<file path="config.mk">
export PLATFORM = sky130hd
export DESIGN_NAME = zl_uart_host
export DESIGN_NICKNAME = d
export VERILOG_FILES = /design/src/rtl/zl_uart_host.sv
export SDC_FILE = /design/constraint.sdc
export NUM_CORES = 1
export LEC_CHECK = 0
export CAP_MARGIN = 25
export CORE_ASPECT_RATIO = 1.4
export CORE_MARGIN = 2
export CORE_UTILIZATION = 35
export DETAILED_ROUTE_END_ITERATION = 16
export GPL_ROUTABILITY_DRIVEN = 0
export PLACE_DENSITY = 0.65
export SYNTH_ARGS = -nofsm -noshare
export SYNTH_HDL_FRONTEND = slang
export SYNTH_SLANG_ARGS = --single-unit
</file>
<file path="constraint.sdc">
create_clock -name clk -period 2.1 [get_ports clk]
set_clock_uncertainty 0.15 [all_clocks]
set_input_delay 0.42 -clock clk [delete_from_list [all_inputs] [get_ports clk]]
set_output_delay 0.42 -clock clk [all_outputs]
set_load 0.005 [all_outputs]
</file>
<file path="src/rtl/zl_uart_host.sv">
// ---------------------------------------------------------------------------
// zl_uart_host
//
// Initiator for the single-wire-per-direction register-access protocol.
// A command accepted on the valid/ready port is sent on `tx` as an address
// frame ({addr, write}) and, for writes, a data frame. For reads, the reply
// frame is captured from `rx`. Every transaction ends with a one-cycle
// `rsp_valid` strobe. Frames are a start bit (0) followed by 8 data bits,
// MSB first, at one bit per clock. There is no stop bit.
//
// Parameters
//   GAP      idle-high cycles between frames and after the last frame (1..15)
//   TIMEOUT  cycles to wait for the read-response start bit (1..255)
//
// Ports
//   clk          clock, rising edge
//   reset        synchronous, active-high
//   cmd_valid    command request
//   cmd_ready    high only in IDLE (and not in reset)
//   cmd_write    1 = write, 0 = read
//   cmd_addr     7-bit register address
//   cmd_wdata    write data
//   rsp_valid    one-cycle strobe at transaction end
//   rsp_write    echo of the command's write bit
//   rsp_timeout  read saw no start bit within TIMEOUT cycles
//   rsp_rdata    read data (0x00 on write or timeout), held until next response
//   tx           serial out, idle high, registered
//   rx           serial in, asynchronous, idle high
// ---------------------------------------------------------------------------
module zl_uart_host #(
  parameter int unsigned GAP     = 2,
  parameter int unsigned TIMEOUT = 64
) (
  input  logic       clk,
  input  logic       reset,
  input  logic       cmd_valid,
  output logic       cmd_ready,
  input  logic       cmd_write,
  input  logic [6:0] cmd_addr,
  input  logic [7:0] cmd_wdata,
  output logic       rsp_valid,
  output logic       rsp_write,
  output logic       rsp_timeout,
  output logic [7:0] rsp_rdata,
  output logic       tx,
  input  logic       rx
);

  localparam logic [7:0] GAP_CNT     = 8'(GAP);
  localparam logic [7:0] TIMEOUT_CNT = 8'(TIMEOUT);

  typedef enum logic [2:0] {
    S_IDLE,
    S_TX_ADDR,
    S_GAP1,
    S_TX_DATA,
    S_RX_WAIT,
    S_RX_DATA,
    S_GAP2,
    S_RESP
  } state_t;

  state_t      state, state_d;
  logic [3:0]  bit_cnt, bit_cnt_d;    // frame bit index
  logic [7:0]  cnt, cnt_d;            // gap / response-wait counter
  logic [8:0]  tx_sh, tx_sh_d;        // outgoing frame, MSB drives tx
  logic [7:0]  wdata_q, wdata_d;
  logic        write_q, write_d;
  logic        timeout_q, timeout_d;
  logic [7:0]  data_q, data_d;        // read data being assembled
  logic        rsp_write_d, rsp_timeout_d;
  logic [7:0]  rsp_rdata_d;
  logic        rx_meta, rxs;

  // The frame shifts out of the top bit and ones shift in behind it, so the
  // line returns high by itself once a frame has been sent.
  assign tx        = tx_sh[8];
  assign cmd_ready = (state == S_IDLE) && !reset;
  assign rsp_valid = (state == S_RESP);

  // Both synchroniser flops reset to 1 so the idle line never looks like a
  // start bit right after reset.
  always_ff @(posedge clk) begin
    // NOTE: sequential state uses non-blocking assignments so every flop
    // samples the values from before the edge.
    if (reset) begin
      rx_meta <= 1'b1;
      rxs     <= 1'b1;
    end else begin
      rx_meta <= rx;
      rxs     <= rx_meta;
    end
  end

  always_ff @(posedge clk) begin
    if (reset) begin
      state       <= S_IDLE;
      bit_cnt     <= '0;
      cnt         <= '0;
      tx_sh       <= '1;
      wdata_q     <= '0;
      write_q     <= 1'b0;
      timeout_q   <= 1'b0;
      data_q      <= '0;
      rsp_write   <= 1'b0;
      rsp_timeout <= 1'b0;
      rsp_rdata   <= '0;
    end else begin
      state       <= state_d;
      bit_cnt     <= bit_cnt_d;
      cnt         <= cnt_d;
      tx_sh       <= tx_sh_d;
      wdata_q     <= wdata_d;
      write_q     <= write_d;
      timeout_q   <= timeout_d;
      data_q      <= data_d;
      rsp_write   <= rsp_write_d;
      rsp_timeout <= rsp_timeout_d;
      rsp_rdata   <= rsp_rdata_d;
    end
  end

  always_comb begin
    // NOTE: every next-value holds its current value by default, so no path
    // through the case below can infer a latch.
    state_d       = state;
    bit_cnt_d     = bit_cnt;
    cnt_d         = cnt;
    tx_sh_d       = tx_sh;
    wdata_d       = wdata_q;
    write_d       = write_q;
    timeout_d     = timeout_q;
    data_d        = data_q;
    rsp_write_d   = rsp_write;
    rsp_timeout_d = rsp_timeout;
    rsp_rdata_d   = rsp_rdata;

    case (state)
      S_IDLE: begin
        if (cmd_valid) begin
          state_d   = S_TX_ADDR;
          write_d   = cmd_write;
          wdata_d   = cmd_wdata;
          timeout_d = 1'b0;
          data_d    = '0;
          bit_cnt_d = '0;
          tx_sh_d   = {1'b0, cmd_addr, cmd_write};
        end
      end

      S_TX_ADDR: begin
        tx_sh_d = {tx_sh[7:0], 1'b1};
        if (bit_cnt == 4'd8) begin
          if (write_q) begin
            state_d = S_GAP1;
            cnt_d   = GAP_CNT;
          end else begin
            state_d = S_RX_WAIT;
            cnt_d   = TIMEOUT_CNT;
          end
        end else begin
          bit_cnt_d = bit_cnt + 4'd1;
        end
      end

      S_GAP1: begin
        if (cnt == 8'd1) begin
          state_d   = S_TX_DATA;
          bit_cnt_d = '0;
          tx_sh_d   = {1'b0, wdata_q};
        end else begin
          cnt_d = cnt - 8'd1;
        end
      end

      S_TX_DATA: begin
        tx_sh_d = {tx_sh[7:0], 1'b1};
        if (bit_cnt == 4'd8) begin
          state_d = S_GAP2;
          cnt_d   = GAP_CNT;
        end else begin
          bit_cnt_d = bit_cnt + 4'd1;
        end
      end

      // A start bit seen on the final count still wins over the timeout.
      S_RX_WAIT: begin
        if (!rxs) begin
          state_d   = S_RX_DATA;
          bit_cnt_d = '0;
        end else if (cnt == 8'd1) begin
          state_d   = S_GAP2;
          timeout_d = 1'b1;
          cnt_d     = GAP_CNT;
        end else begin
          cnt_d = cnt - 8'd1;
        end
      end

      S_RX_DATA: begin
        data_d = {data_q[6:0], rxs};
        if (bit_cnt == 4'd7) begin
          state_d = S_GAP2;
          cnt_d   = GAP_CNT;
        end else begin
          bit_cnt_d = bit_cnt + 4'd1;
        end
      end

      // Response fields are loaded on the way into RESP so they are valid
      // in the same cycle as the strobe, then held until the next response.
      S_GAP2: begin
        if (cnt == 8'd1) begin
          state_d       = S_RESP;
          rsp_write_d   = write_q;
          rsp_timeout_d = timeout_q;
          rsp_rdata_d   = (write_q || timeout_q) ? 8'h00 : data_q;
        end else begin
          cnt_d = cnt - 8'd1;
        end
      end

      S_RESP: begin
        state_d = S_IDLE;
      end

      default: begin
        state_d = S_IDLE;
      end
    endcase
  end

endmodule

</file>
[Yosys cells after proc, flatten, opt, wreduce, memory -nomap -nowiden]
Index checks and enable logic that the tools add are counted.
Word-level totals
  flip-flop bits (word level): 54
  bits in latches: 0
  bits in writable memories: 0
  memory bits (read-only): 0
  bits of input ports: 20
  output and inout port bits: 13
  word-level logic and storage cells: 91
  memories kept: 0
Operators by class
  add/sub/neg operators: 2
  multipliers: 0
  div/mod/pow operators: 0
  order comparisons: 0
  equal/unequal tests: 23
  shifts and indexed selects: 0
  mux-type cells: 34
  bitwise logic cells: 0
  reductions and logical operators: 19
Operators by type and width (number)
  $mux 8: 8
  $pmux 8 s5: 1
  $mux 3: 9
  $pmux 9 s3: 1
  $ne 2x2->1 const B: 12
  $pmux 3 s8: 1
  $mux 4: 5
  $pmux 4 s5: 1
  $mux 9: 2
  $pmux 8 s2: 1
  $eq 3x3->1 const B: 4
  $reduce_and 6->1: 2
  $reduce_bool 5->1: 2
  $eq 8x1->1 const B: 1
  $sub 8x1->8 const B: 1
  $mux 7: 1
  $reduce_and 7->1: 1
  $eq 3x2->1 const B: 2
  $reduce_and 2->1: 3
  $add 4x1->4 const B: 1
  $eq 4x3->1 const B: 1
  $eq 4x4->1 const B: 1
  $reduce_and 4->1: 1
  $reduce_bool 2->1: 2
  other kinds (11): 14

[Logic depth before layout (Yosys ltp)]
Gate-level depths: netlist of run 1.
  depth after elaboration: 4
  depth in mapped cells: 8
  depth with buffers taken out: 7

[Least setup slack after synthesis of run 1]
OpenSTA, ideal clock, no wires.
  path type: register -> register
  start point: register cnt[1]
  end point: register tx_sh[0]
  library setup time: 120 ps
  arrival: 1905 ps
  required time: 1830 ps
  path slack: -75 ps
  cell stages (with the launch flop): 9
  clock period less this slack: 2175 ps
  cell sequence: dfxtp_1 inv_1 ha_1 nor4b_2 a311oi_2 or2_0 buf_2 nor2_1 a211o_1
Between the ends
  longest elaborated chain between the ends: 3
RTL lines
  start: declaration: RTL line 65  | logic [7:0] cnt, cnt_d;
  start signal: assignment: RTL line 111  | cnt <= cnt_d;
  $eq 8x1->1: RTL line 167  | if (cnt == 8'd1) begin
  $ne 2x2->1 (no source line)
  $reduce_and 3->1 (no source line)
  end signal: assignment: RTL line 112  | tx_sh <= tx_sh_d;
  end: declaration: RTL line 66  | logic [8:0] tx_sh, tx_sh_d;
No other way between the ends.
A chain may end at the register's enable or synchronous reset.

[Worst setup path in the final report of run 1]
  start point: register state[1]
  end point: output port rsp_valid
Between the ends
  longest elaborated chain between the ends: 1
RTL lines
  start: declaration: RTL line 63  | state_t state, state_d;
  start signal: assignment: RTL line 109  | state <= state_d;
  $eq 3x3->1: RTL line 79  | assign rsp_valid = (state == S_RESP);
  end: declaration: RTL line 41  | output logic rsp_valid,
No other way between the ends.

==> impl_metrics.csv, run 1 <==
group,metric,value,unit
sta,final_hold_viol_count,0,
sta,layout_min_cycle_time,2.04,ns
global_route,grt_pass1_wl,10600,um
pwr,power,2.01,mW
final_layout,final_nets,383,
yosys,synth_edf_count,0,
global_route,grt_util_all_layers,17.0,%
global_route,antenna_found_initial,0,
global_route,grt_overflow,0,
drt,drtAntennaViolNets,0,
die,row_count,36,
drt,drt_pass1_iterations,4,
global_route,use_met3,2.52,%
final_layout,num_antenna_cells,0,
die,fp.dieW,75.4,um
die,io-pin-count,33,
yosys,synth-seq-area-share,43.3,%
yosys,async_reset_ff_share,0,%
pwr,p_per_area,624,mW/mm2
placement,portBuffers,32,
sta,slew_headroom,66.0,%
final_layout,finalInstanceArea,0.00322,mm2
yosys,ys_top_cells_by_area,"dfxtp_1 43%, a21oi_1 8.4%, nand2_1 7.5%",
setup_path,worstPathArrival,1.47,ns
final_layout,layout.area.seq,0.00109,mm2
sta,max_freq,490,MHz
drt,vias,2384,
yosys,synth.distinct_cells,49,
clock_network,cts.sink_count,54,
setup_path,end_kind,"output port",
global_route,grt_use_met2,29.9,%
clock_network,clk_latency,0.31,ns
final_layout,drive_above_1_share,14.2,%
global_route,use_met1,20.8,%
status,status,"finished clean",
drt,drc,0,
pwr,p_leak,1.16,nW
sta,grt_setup_unrepaired,"false",
global_route,grt.busiest_layer,"met2",
setup_path,cpPeakStageDelay,0.51,ns
setup_path,worstPathRequired,1.53,ns
yosys,synth_cells,310,
clock_network,path_clk_slew,0.10,ns
setup_path,critPathMaxFanout,8,
global_route,grt_max_degree,34,
yosys,netlist_area,0.00250,mm2
drt,drt_iter0_markers,110,
sta,slew_viol_final,0,
drt,viasPerCell,5.24,
yosys,synth_area_per_cell,8.06,um2
clock_network,h-tree-depth,2,
setup_path,critical_path.cell_chain,"and3_4 > clkdlybuf4s50_1",
final_layout,fillCellCount,723,
clock_network,clk_path_buf_depth,2,
setup_path,cp_slowest_cell,"clkdlybuf4s50_1",
global_route,grt_pass1_vias,2254,
drt,wl_per_cell,13.9,um
sta,setup_violations,0,
final_layout,area_delta_synth_final,28.8,%
clock_network,cts_tree,"done",
clock_network,cts_root_buf,"clkbuf_8",
run,max_cap_viol_count,0,
yosys,ys_warn_count,0,
die,core,0.00694,mm2
yosys,synth_top_area_share,43.3,%
die,die-area,0.00784,mm2
yosys,ys.flop_type,"dfxtp_1",
placement,dpl_cell_area,0.00307,mm2
drt,drt_wl_total,6320,um
die,die_y,104,um
sta,fin_crit_sh,97.3,%
clock_network,cts_made_buffers,5,
yosys,syn-num-nets,334,
final_layout,multiInputGateArea,0.00134,mm2
worst_hold_path,hold_path.class,"reg -> reg",
die,initial_core_util,36.0,%
yosys,ys_ff_latch,54,
sta,worst_slew_pin_slew,0.508,ns
setup_path,criticalPathCategory,"reg -> out",
yosys,synth_top_area_cell,"dfxtp_1",
setup_path,startpoint_type,"register",
placement,hpwl,4580,um
pwr,ir_drop,0.000369,V
registers in the layout, indices dropped and copies added, names as in the netlist, 3 cells and up:
register,count
bit_cnt,4
cnt,8
data_q,8
rsp_rdata,8
state,3
tx_sh,9
wdata_q,8
critical path, delay by kind of cell, from the launching register on:
| kind | cells | cell delay (ns) |
|---|---|---|
| buf+inv | 1 | 0.51 |
| flops | 1 | 0.41 |
| simple gates | 1 | 0.24 |
worst paths after layout:
check             startpoint         to  slack [ns]  cells past startpoint
setup / recovery    state[1]  rsp_valid        0.06                      2
hold / removal       rx_meta        rxs        0.27                      1
setup reg to reg      cnt[1]   tx_sh[8]        0.08                      7
hold reg to reg      rx_meta        rxs        0.27                      1
power by group:
part / leakage (nW) / internal, mW / switching, mW
Sequential: 0.442 / 1.06 / 0.0341
Clock: 0.0502 / 0.248 / 0.373
Combinational: 0.666 / 0.143 / 0.145
Total: 1.16 / 1.45 / 0.552
metrics by stage:
step	instances	utilization (%)	setup slack (ns)	hold WS (ns)	TNS, ns
after detailed placement	444	44.2	-0.0105	0.248	-0.0251
after CTS	452	46.0	0.0368	0.279	0
after floorplan	310	-	0.0479	0.239	0
after global routing	455	46.4	0.00612	0.318	0
final	455	46.4	0.0576	0.274	0
after global placement	444	44.2	0.00110	0.243	0
cells in the final DEF, fill, tap and decap left out, types with 2 or more instances in the layout:
cell,n
dfxtp_1,51
nand2_1,50
a21oi_1,42
clkdlybuf4s50_1,30
buf_4,27
nor2_1,23
nand3_1,18
nor3_1,11
a211o_1,9
nor4_1,9
o22ai_1,7
inv_1,6
o21ai_0,5
clkbuf_8,5
o211ai_1,4
a31oi_1,4
or3_1,4
ha_1,4
nand3b_1,3
and2_1,3
dfxtp_4,3
nor2b_1,2
or4_1,2
or2_2,2
nand2b_1,2
o32ai_1,2
a22oi_1,2
clkinv_4,2
synth_stat cells, drive strengths merged, types with 5 or more instances:
master  count
nor4       10
dfxtp      54
o21ai       5
nor3       13
a211o       9
o22ai       7
clkbuf     12
inv         6
nand2      50
nor2       23
buf         6
a21oi      42
nand3      18
cell families after synthesis:
logic type | count (synthesis) | synth area share (%)
AO/OA/AOI/OAI | 84 | 21.2
buffers and inverters | 25 | 4.06
adder cells (fa/ha/maj) | 4 | 2.00
multiplexers | 1 | 0.401
AND/OR/NAND/NOR | 142 | 29.0
flip-flops | 54 | 43.3
what timing repair did:
| action | CTS | global route |
|---|---|---|
| hold buffers | 0 | 0 |
| buffers inserted | 0 | 3 |
| gates resized for setup | 11 | 0 |
| setup endpoints to repair | 2 | 1 |
metal layers:
metal | share of wire, % | routed length [um]
met5 | 0 | 0
met4 | 1.5 | 95
met3 | 2.7 | 168
met2 | 54 | 3390
met1 | 42 | 2660
final cells by class:
type | instances | area share (%)
inverter | 7 | 0.817
multi-input combinational | 231 | 41.8
tap | 95 | 3.70
timing repair buffer | 60 | 16.7
sequential | 54 | 34.0
clock inverter | 3 | 0.895
clock buffer | 5 | 2.14
No activity file was read; power rests on OpenSTA's default activity.
==> run 2, diff against run 1 <==
--- a/config.mk
+++ b/config.mk
@@ -12,6 +12,9 @@
 export DETAILED_ROUTE_END_ITERATION = 16
 export GPL_ROUTABILITY_DRIVEN = 0
 export PLACE_DENSITY = 0.65
+export RECOVER_POWER = 50
+export REMOVE_ABC_BUFFERS = 1
+export SKIP_CTS_REPAIR_TIMING = 1
 export SYNTH_ARGS = -nofsm -noshare
 export SYNTH_HDL_FRONTEND = slang
 export SYNTH_SLANG_ARGS = --single-unit
==> impl_metrics.csv, run 2 (synthesis results as in run 1) <==
group,metric,value,unit
pwr,p_per_area,658,mW/mm2
global_route,grt_pass1_vias,2346,
drt,drc,0,
die,die-area,0.00784,mm2
die,fp.dieW,75.4,um
setup_path,timing.rr.end,"tx_sh[3]",
placement,portBuffers,32,
setup_path,critical_path.cell_chain,"and3_4 > clkdlybuf4s50_1",
worst_hold_path,whs_path_depth,1,
final_layout,top_register,"tx_sh",
global_route,grt_util_all_layers,16.7,%
drt,drt_iter0_markers,113,
global_route,antenna_found_initial,0,
clock_network,path_clk_slew,0.10,ns
worst_hold_path,min_to,"rxs",
setup_path,r2r_cells,7,
pwr,p_leak,1.17,nW
clock_network,cts_root_buf,"clkbuf_8",
setup_path,worstPathRequired,1.53,ns
clock_network,cts.sink_count,54,
setup_path,startpoint_type,"register",
worst_hold_path,hold_path.class,"reg -> reg",
sta,layout_min_cycle_time,2.03,ns
sta,fin_crit_sh,96.5,%
final_layout,num_antenna_cells,0,
drt,drt_pass1_iterations,4,
drt,vias,2437,
sta,setup_violations,0,
setup_path,critPathMaxFanout,13,
setup_path,r2r-start,"cnt[1]",
pwr,ir_drop,0.000450,V
setup_path,criticalPathCategory,"reg -> out",
final_layout,most-common-layout-cells,"50 x nand2_1, 50 x dfxtp_1, 42 x a21oi_1, 24 x buf_4, 23 x nor2_1",
final_layout,finalInstanceArea,0.00319,mm2
setup_path,worstPathArrival,1.46,ns
drt,viasPerCell,5.38,
global_route,grt_max_degree,55,
clock_network,clk_path_buf_depth,2,
clock_network,clk_latency,0.31,ns
final_layout,area_delta_synth_final,27.8,%
setup_path,cp_top_family,"buffers and inverters",
sta,max_freq,493,MHz
clock_network,cts_tree,"done",
worst_hold_path,min_from,"rx_meta",
setup_path,end_kind,"output port",
final_layout,fillCellCount,731,
sta,slew_headroom,59.6,%
drt,wl_per_cell,13.5,um
clock_network,cts_made_buffers,5,
sta,worst_slew_pin_slew,0.606,ns
placement,dpl_cell_area,0.00305,mm2
placement,hpwl,4430,um
final_layout,largest_reg_flops,9,
sta,final_hold_viol_count,0,
sta,slew_viol_final,0,
die,io-pin-count,33,
global_route,grt_pass1_wl,10600,um
die,row_count,36,
clock_network,h-tree-depth,2,
die,die_y,104,um
sta,grt_setup_unrepaired,"false",
die,initial_core_util,36.0,%
setup_path,cpPeakStageDelay,0.50,ns
die,core,0.00694,mm2
final_layout,drive_above_1_share,13.4,%
final_layout,post-route-util,46.0,%
drt,drt_wl_total,6130,um
status,status,"finished clean",
final_layout,final_nets,381,
run,max_cap_viol_count,0,
drt,drtAntennaViolNets,0,
setup_path,cp_slowest_cell,"clkdlybuf4s50_1",
setup_path,rrSetupSlack,0.14,ns
setup_path,crit_buf_inv,1,
global_route,grt_overflow,0,
[run 2: power by group]
group / internal (mW) / switching, mW
Combinational: 0.132 / 0.146
Clock: 0.364 / 0.366
Sequential: 1.06 / 0.0292
[run 2: final cells by class]
cell class | count | area, um2 | share of cell area (%)
Multi-Input combinational cell | 231 | 1340 | 41.8
Sequential cell | 54 | 1090 | 34.2
Timing Repair Buffer | 58 | 503 | 15.8
Tap cell | 95 | 119 | 3.72
Clock buffer | 5 | 68.8 | 2.16
Clock inverter | 3 | 48.8 | 1.53
Inverter | 7 | 26.3 | 0.823
[run 2: per-layer routing]
| metal | GRT usage, % | wire [um] |
|---|---|---|
| met3 | 3.39 | 195 |
| met5 | 0 | 0 |
| met2 | 28.1 | 3150 |
| met1 | 20.6 | 2660 |
| met4 | 5.64 | 129 |
[run 2: through the flow]
stage / power (mW) / TNS, ns / instances / hold WS [ns] / setup slack [ns]
final: 2.10 / 0 / 453 / 0.266 / 0.0729
after global routing: 2.20 / 0 / 453 / 0.274 / 0.00312
after global placement: 1.39 / -0.0182 / 445 / 0.242 / -0.00605
after CTS: 2.13 / -0.340 / 453 / 0.268 / -0.178
after detailed placement: 1.40 / -0.124 / 445 / 0.243 / -0.0268
after floorplan: 1.25 / -0.503 / 292 / 0.239 / -0.186
[run 2: worst max-delay path by stage]
| stage | startpoint | end | slack (ns) | cells past startpoint |
|---|---|---|---|---|
| 2_1_floorplan | cnt[1] | tx_sh[0] | -0.19 | 7 |
| 3_3_place_gp | cmd_valid | tx_sh[8] | -0.006 | 6 |
| 3_5_place_dp | cmd_valid | tx_sh[3] | -0.03 | 6 |
| 4_1_cts | state[2] | rsp_valid | -0.18 | 2 |
| 5_1_grt | bit_cnt[1] | cnt[4] | 0.003 | 6 |
| 6_report | state[2] | rsp_valid | 0.07 | 2 |
==> run 3, diff against run 2 <==
--- a/config.mk
+++ b/config.mk
@@ -5,13 +5,14 @@
 export SDC_FILE = /design/constraint.sdc
 export NUM_CORES = 1
 export LEC_CHECK = 0
+export ABC_AREA = 1
 export CAP_MARGIN = 25
-export CORE_ASPECT_RATIO = 1.4
+export CORE_ASPECT_RATIO = 0.8
 export CORE_MARGIN = 2
 export CORE_UTILIZATION = 35
 export DETAILED_ROUTE_END_ITERATION = 16
 export GPL_ROUTABILITY_DRIVEN = 0
-export PLACE_DENSITY = 0.65
+export PLACE_DENSITY = 0.64
 export RECOVER_POWER = 50
 export REMOVE_ABC_BUFFERS = 1
 export SKIP_CTS_REPAIR_TIMING = 1
==> impl_metrics.csv, run 3 <==
group,metric,value,unit
global_route,grt_max_degree,32,
run,max_cap_viol_count,0,
sta,worst_slack,0.0870,ns
yosys,synth.distinct_cells,42,
yosys,ys.flop_type,"dfxtp_1",
pwr,p_leak,1.50,nW
global_route,antenna_found_initial,0,
drt,wl_per_cell,12.4,um
drt,drt_wl_total,6830,um
worst_hold_path,hold_path.class,"reg -> reg",
final_layout,largest_reg_flops,9,
clock_network,h-tree-depth,2,
final_layout,final_common_cell,"nand2_1",
clock_network,cts_root_buf,"clkbuf_8",
final_layout,top_register,"tx_sh",
placement,post-place-cells,543,
clock_network,cts_tree,"done",
final_layout,fin_cells,551,
yosys,ys_top_cells_by_area,"dfxtp_1 37%, nand2_1 12%, a21oi_1 8.5%",
die,io-pin-count,33,
setup_path,critPathMaxFanout,5,
final_layout,drive_above_1_share,14.2,%
pwr,combPwrFrac,50.7,%
pwr,p_sw_share,45.5,%
sta,max_freq,497,MHz
placement,place_worst_setup_slack,-0.141,ns
drt,drtAntennaViolNets,0,
setup_path,startpoint_type,"register",
sta,slew_headroom,50.1,%
setup_path,worstPathRequired,1.53,ns
setup_path,criticalPathCategory,"reg -> out",
sta,hold_slack,0.273,ns
pwr,power.switching,1.92,mW
sta,layout_min_cycle_time,2.01,ns
clock_network,path_clk_slew,0.10,ns
clock_network,cts_made_buffers,5,
pwr,seq_power_share,34.1,%
yosys,synth_edf_count,0,
die,row_count,29,
global_route,grt_pass1_vias,2475,
die,core,0.00806,mm2
yosys,netlist_area,0.00295,mm2
die,die_y,86.1,um
sta,grt_setup_unrepaired,"false",
clock_network,clk_path_buf_depth,2,
sta,slew_viol_final,0,
drt,viasPerCell,4.93,
setup_path,worstPathArrival,1.44,ns
pwr,clkPwrFrac,15.2,%
sta,worst_slew_pin_slew,0.749,ns
drt,vias,2716,
yosys,yosysMostFrequentCell,"nand2_1",
sta,finalSetupTns,0,ns
yosys,async_reset_ff_share,0,%
global_route,grt_overflow,0,
die,fp.dieW,107,um
final_layout,final_nets,466,
clock_network,clk_latency,0.31,ns
global_route,grt_pass1_wl,11400,um
pwr,p_per_area,1220,mW/mm2
sta,fin_crit_sh,95.9,%
pwr,ir_drop,0.000562,V
drt,drt_iter0_markers,114,
pwr,intPower,2.30,mW
placement,hpwl,5000,um
status,status,"finished clean",
final_layout,area_delta_synth_final,17.5,%
yosys,netlist_top_cells_count,"92 x nand2_1, 54 x dfxtp_1, 50 x a21oi_1",
yosys,synth-seq-area-share,36.7,%
yosys,synth_top_area_cell,"dfxtp_1",
yosys,synth_cells,407,
yosys,ys_ff_latch,54,
final_layout,num_antenna_cells,0,
yosys,ys_warn_count,0,
drt,drt_pass1_iterations,5,
sta,setup_violations,0,
setup_path,end_kind,"output port",
sta,final_hold_viol_count,0,
yosys,synth_area_per_cell,7.24,um2
die,initial_core_util,36.6,%
clock_network,cts.sink_count,54,
final_layout,post-route-util,43.0,%
yosys,synth_top_area_share,36.7,%
placement,portBuffers,32,
die,die-area,0.00918,mm2
global_route,grt_util_all_layers,15.3,%
final_layout,most-common-layout-cells,"93 x nand2_1, 51 x dfxtp_1, 50 x a21oi_1, 44 x inv_1, 32 x nand3_1",
drt,drc,0,
==> run 3: layer usage <==
| layer | routed length (um) | part of all wire, % | GRT usage, % | vias up |
|---|---|---|---|---|
| li1 | - | - | - | 1409 |
| met1 | 3260 | 48 | 21.5 | 1230 |
| met2 | 3110 | 46 | 24.0 | 70 |
| met3 | 401 | 5.9 | 3.34 | 7 |
| met4 | 48 | 0.70 | 3.78 | 0 |
| met5 | 0 | 0 | 0 | - |
==> run 3: path summary, 6_finish.rpt <==
| kind | startpoint | cells past startpoint | end | slack [ns] |
|---|---|---|---|---|
| min | rx_meta | 1 | rxs | 0.27 |
| max | state[1] | 3 | rsp_valid | 0.09 |
| max reg2reg | state[0] | 10 | state[0] | 0.15 |
| min reg2reg | rx_meta | 1 | rxs | 0.27 |
==> run 3: cell type report <==
class	instances	area [um2]
Inverter	49	196
Fill cell	835	4590
Clock inverter	2	17.5
Timing Repair Buffer	43	390
Tap cell	108	135
Sequential cell	54	1080
Clock buffer	6	82.6
Multi-Input combinational cell	289	1560
==> run 3: logic make-up after synthesis <==
kind of cell / count (synthesis) / synth area share (%)
AO/OA/AOI/OAI: 89 / 16.5
XOR/XNOR: 1 / 0.297
flip-flops: 54 / 36.7
adder cells (fa/ha/maj): 4 / 1.70
AND/OR/NAND/NOR: 195 / 34.3
buffers and inverters: 64 / 10.5
==> run 3: worst max-delay path, cell delays in order, from the launching register on <==
cell             delay [ns]
dfxtp_2                0.42
nand3_2                0.14
inv_1                  0.07
clkdlybuf4s50_1        0.50
==> run 3: power by group through the flow <==
stage | logic, mW | registers [mW] | clock network, mW
after CTS | 2.17 | 1.43 | 0.662
after global routing | 2.40 | 1.47 | 0.695
after detailed placement | 2.16 | 1.45 | 0
final | 2.14 | 1.44 | 0.640
after global placement | 2.10 | 1.44 | 0
after floorplan | 1.58 | 1.45 | 0
==> run 3: per-stage QoR <==
stage | cell area, um2 | power [mW]
after global routing | 3460 | 4.56
after detailed placement | 3370 | 3.61
after global placement | 3370 | 3.54
after floorplan | 2840 | 3.03
after CTS | 3470 | 4.26
final | 3460 | 4.21
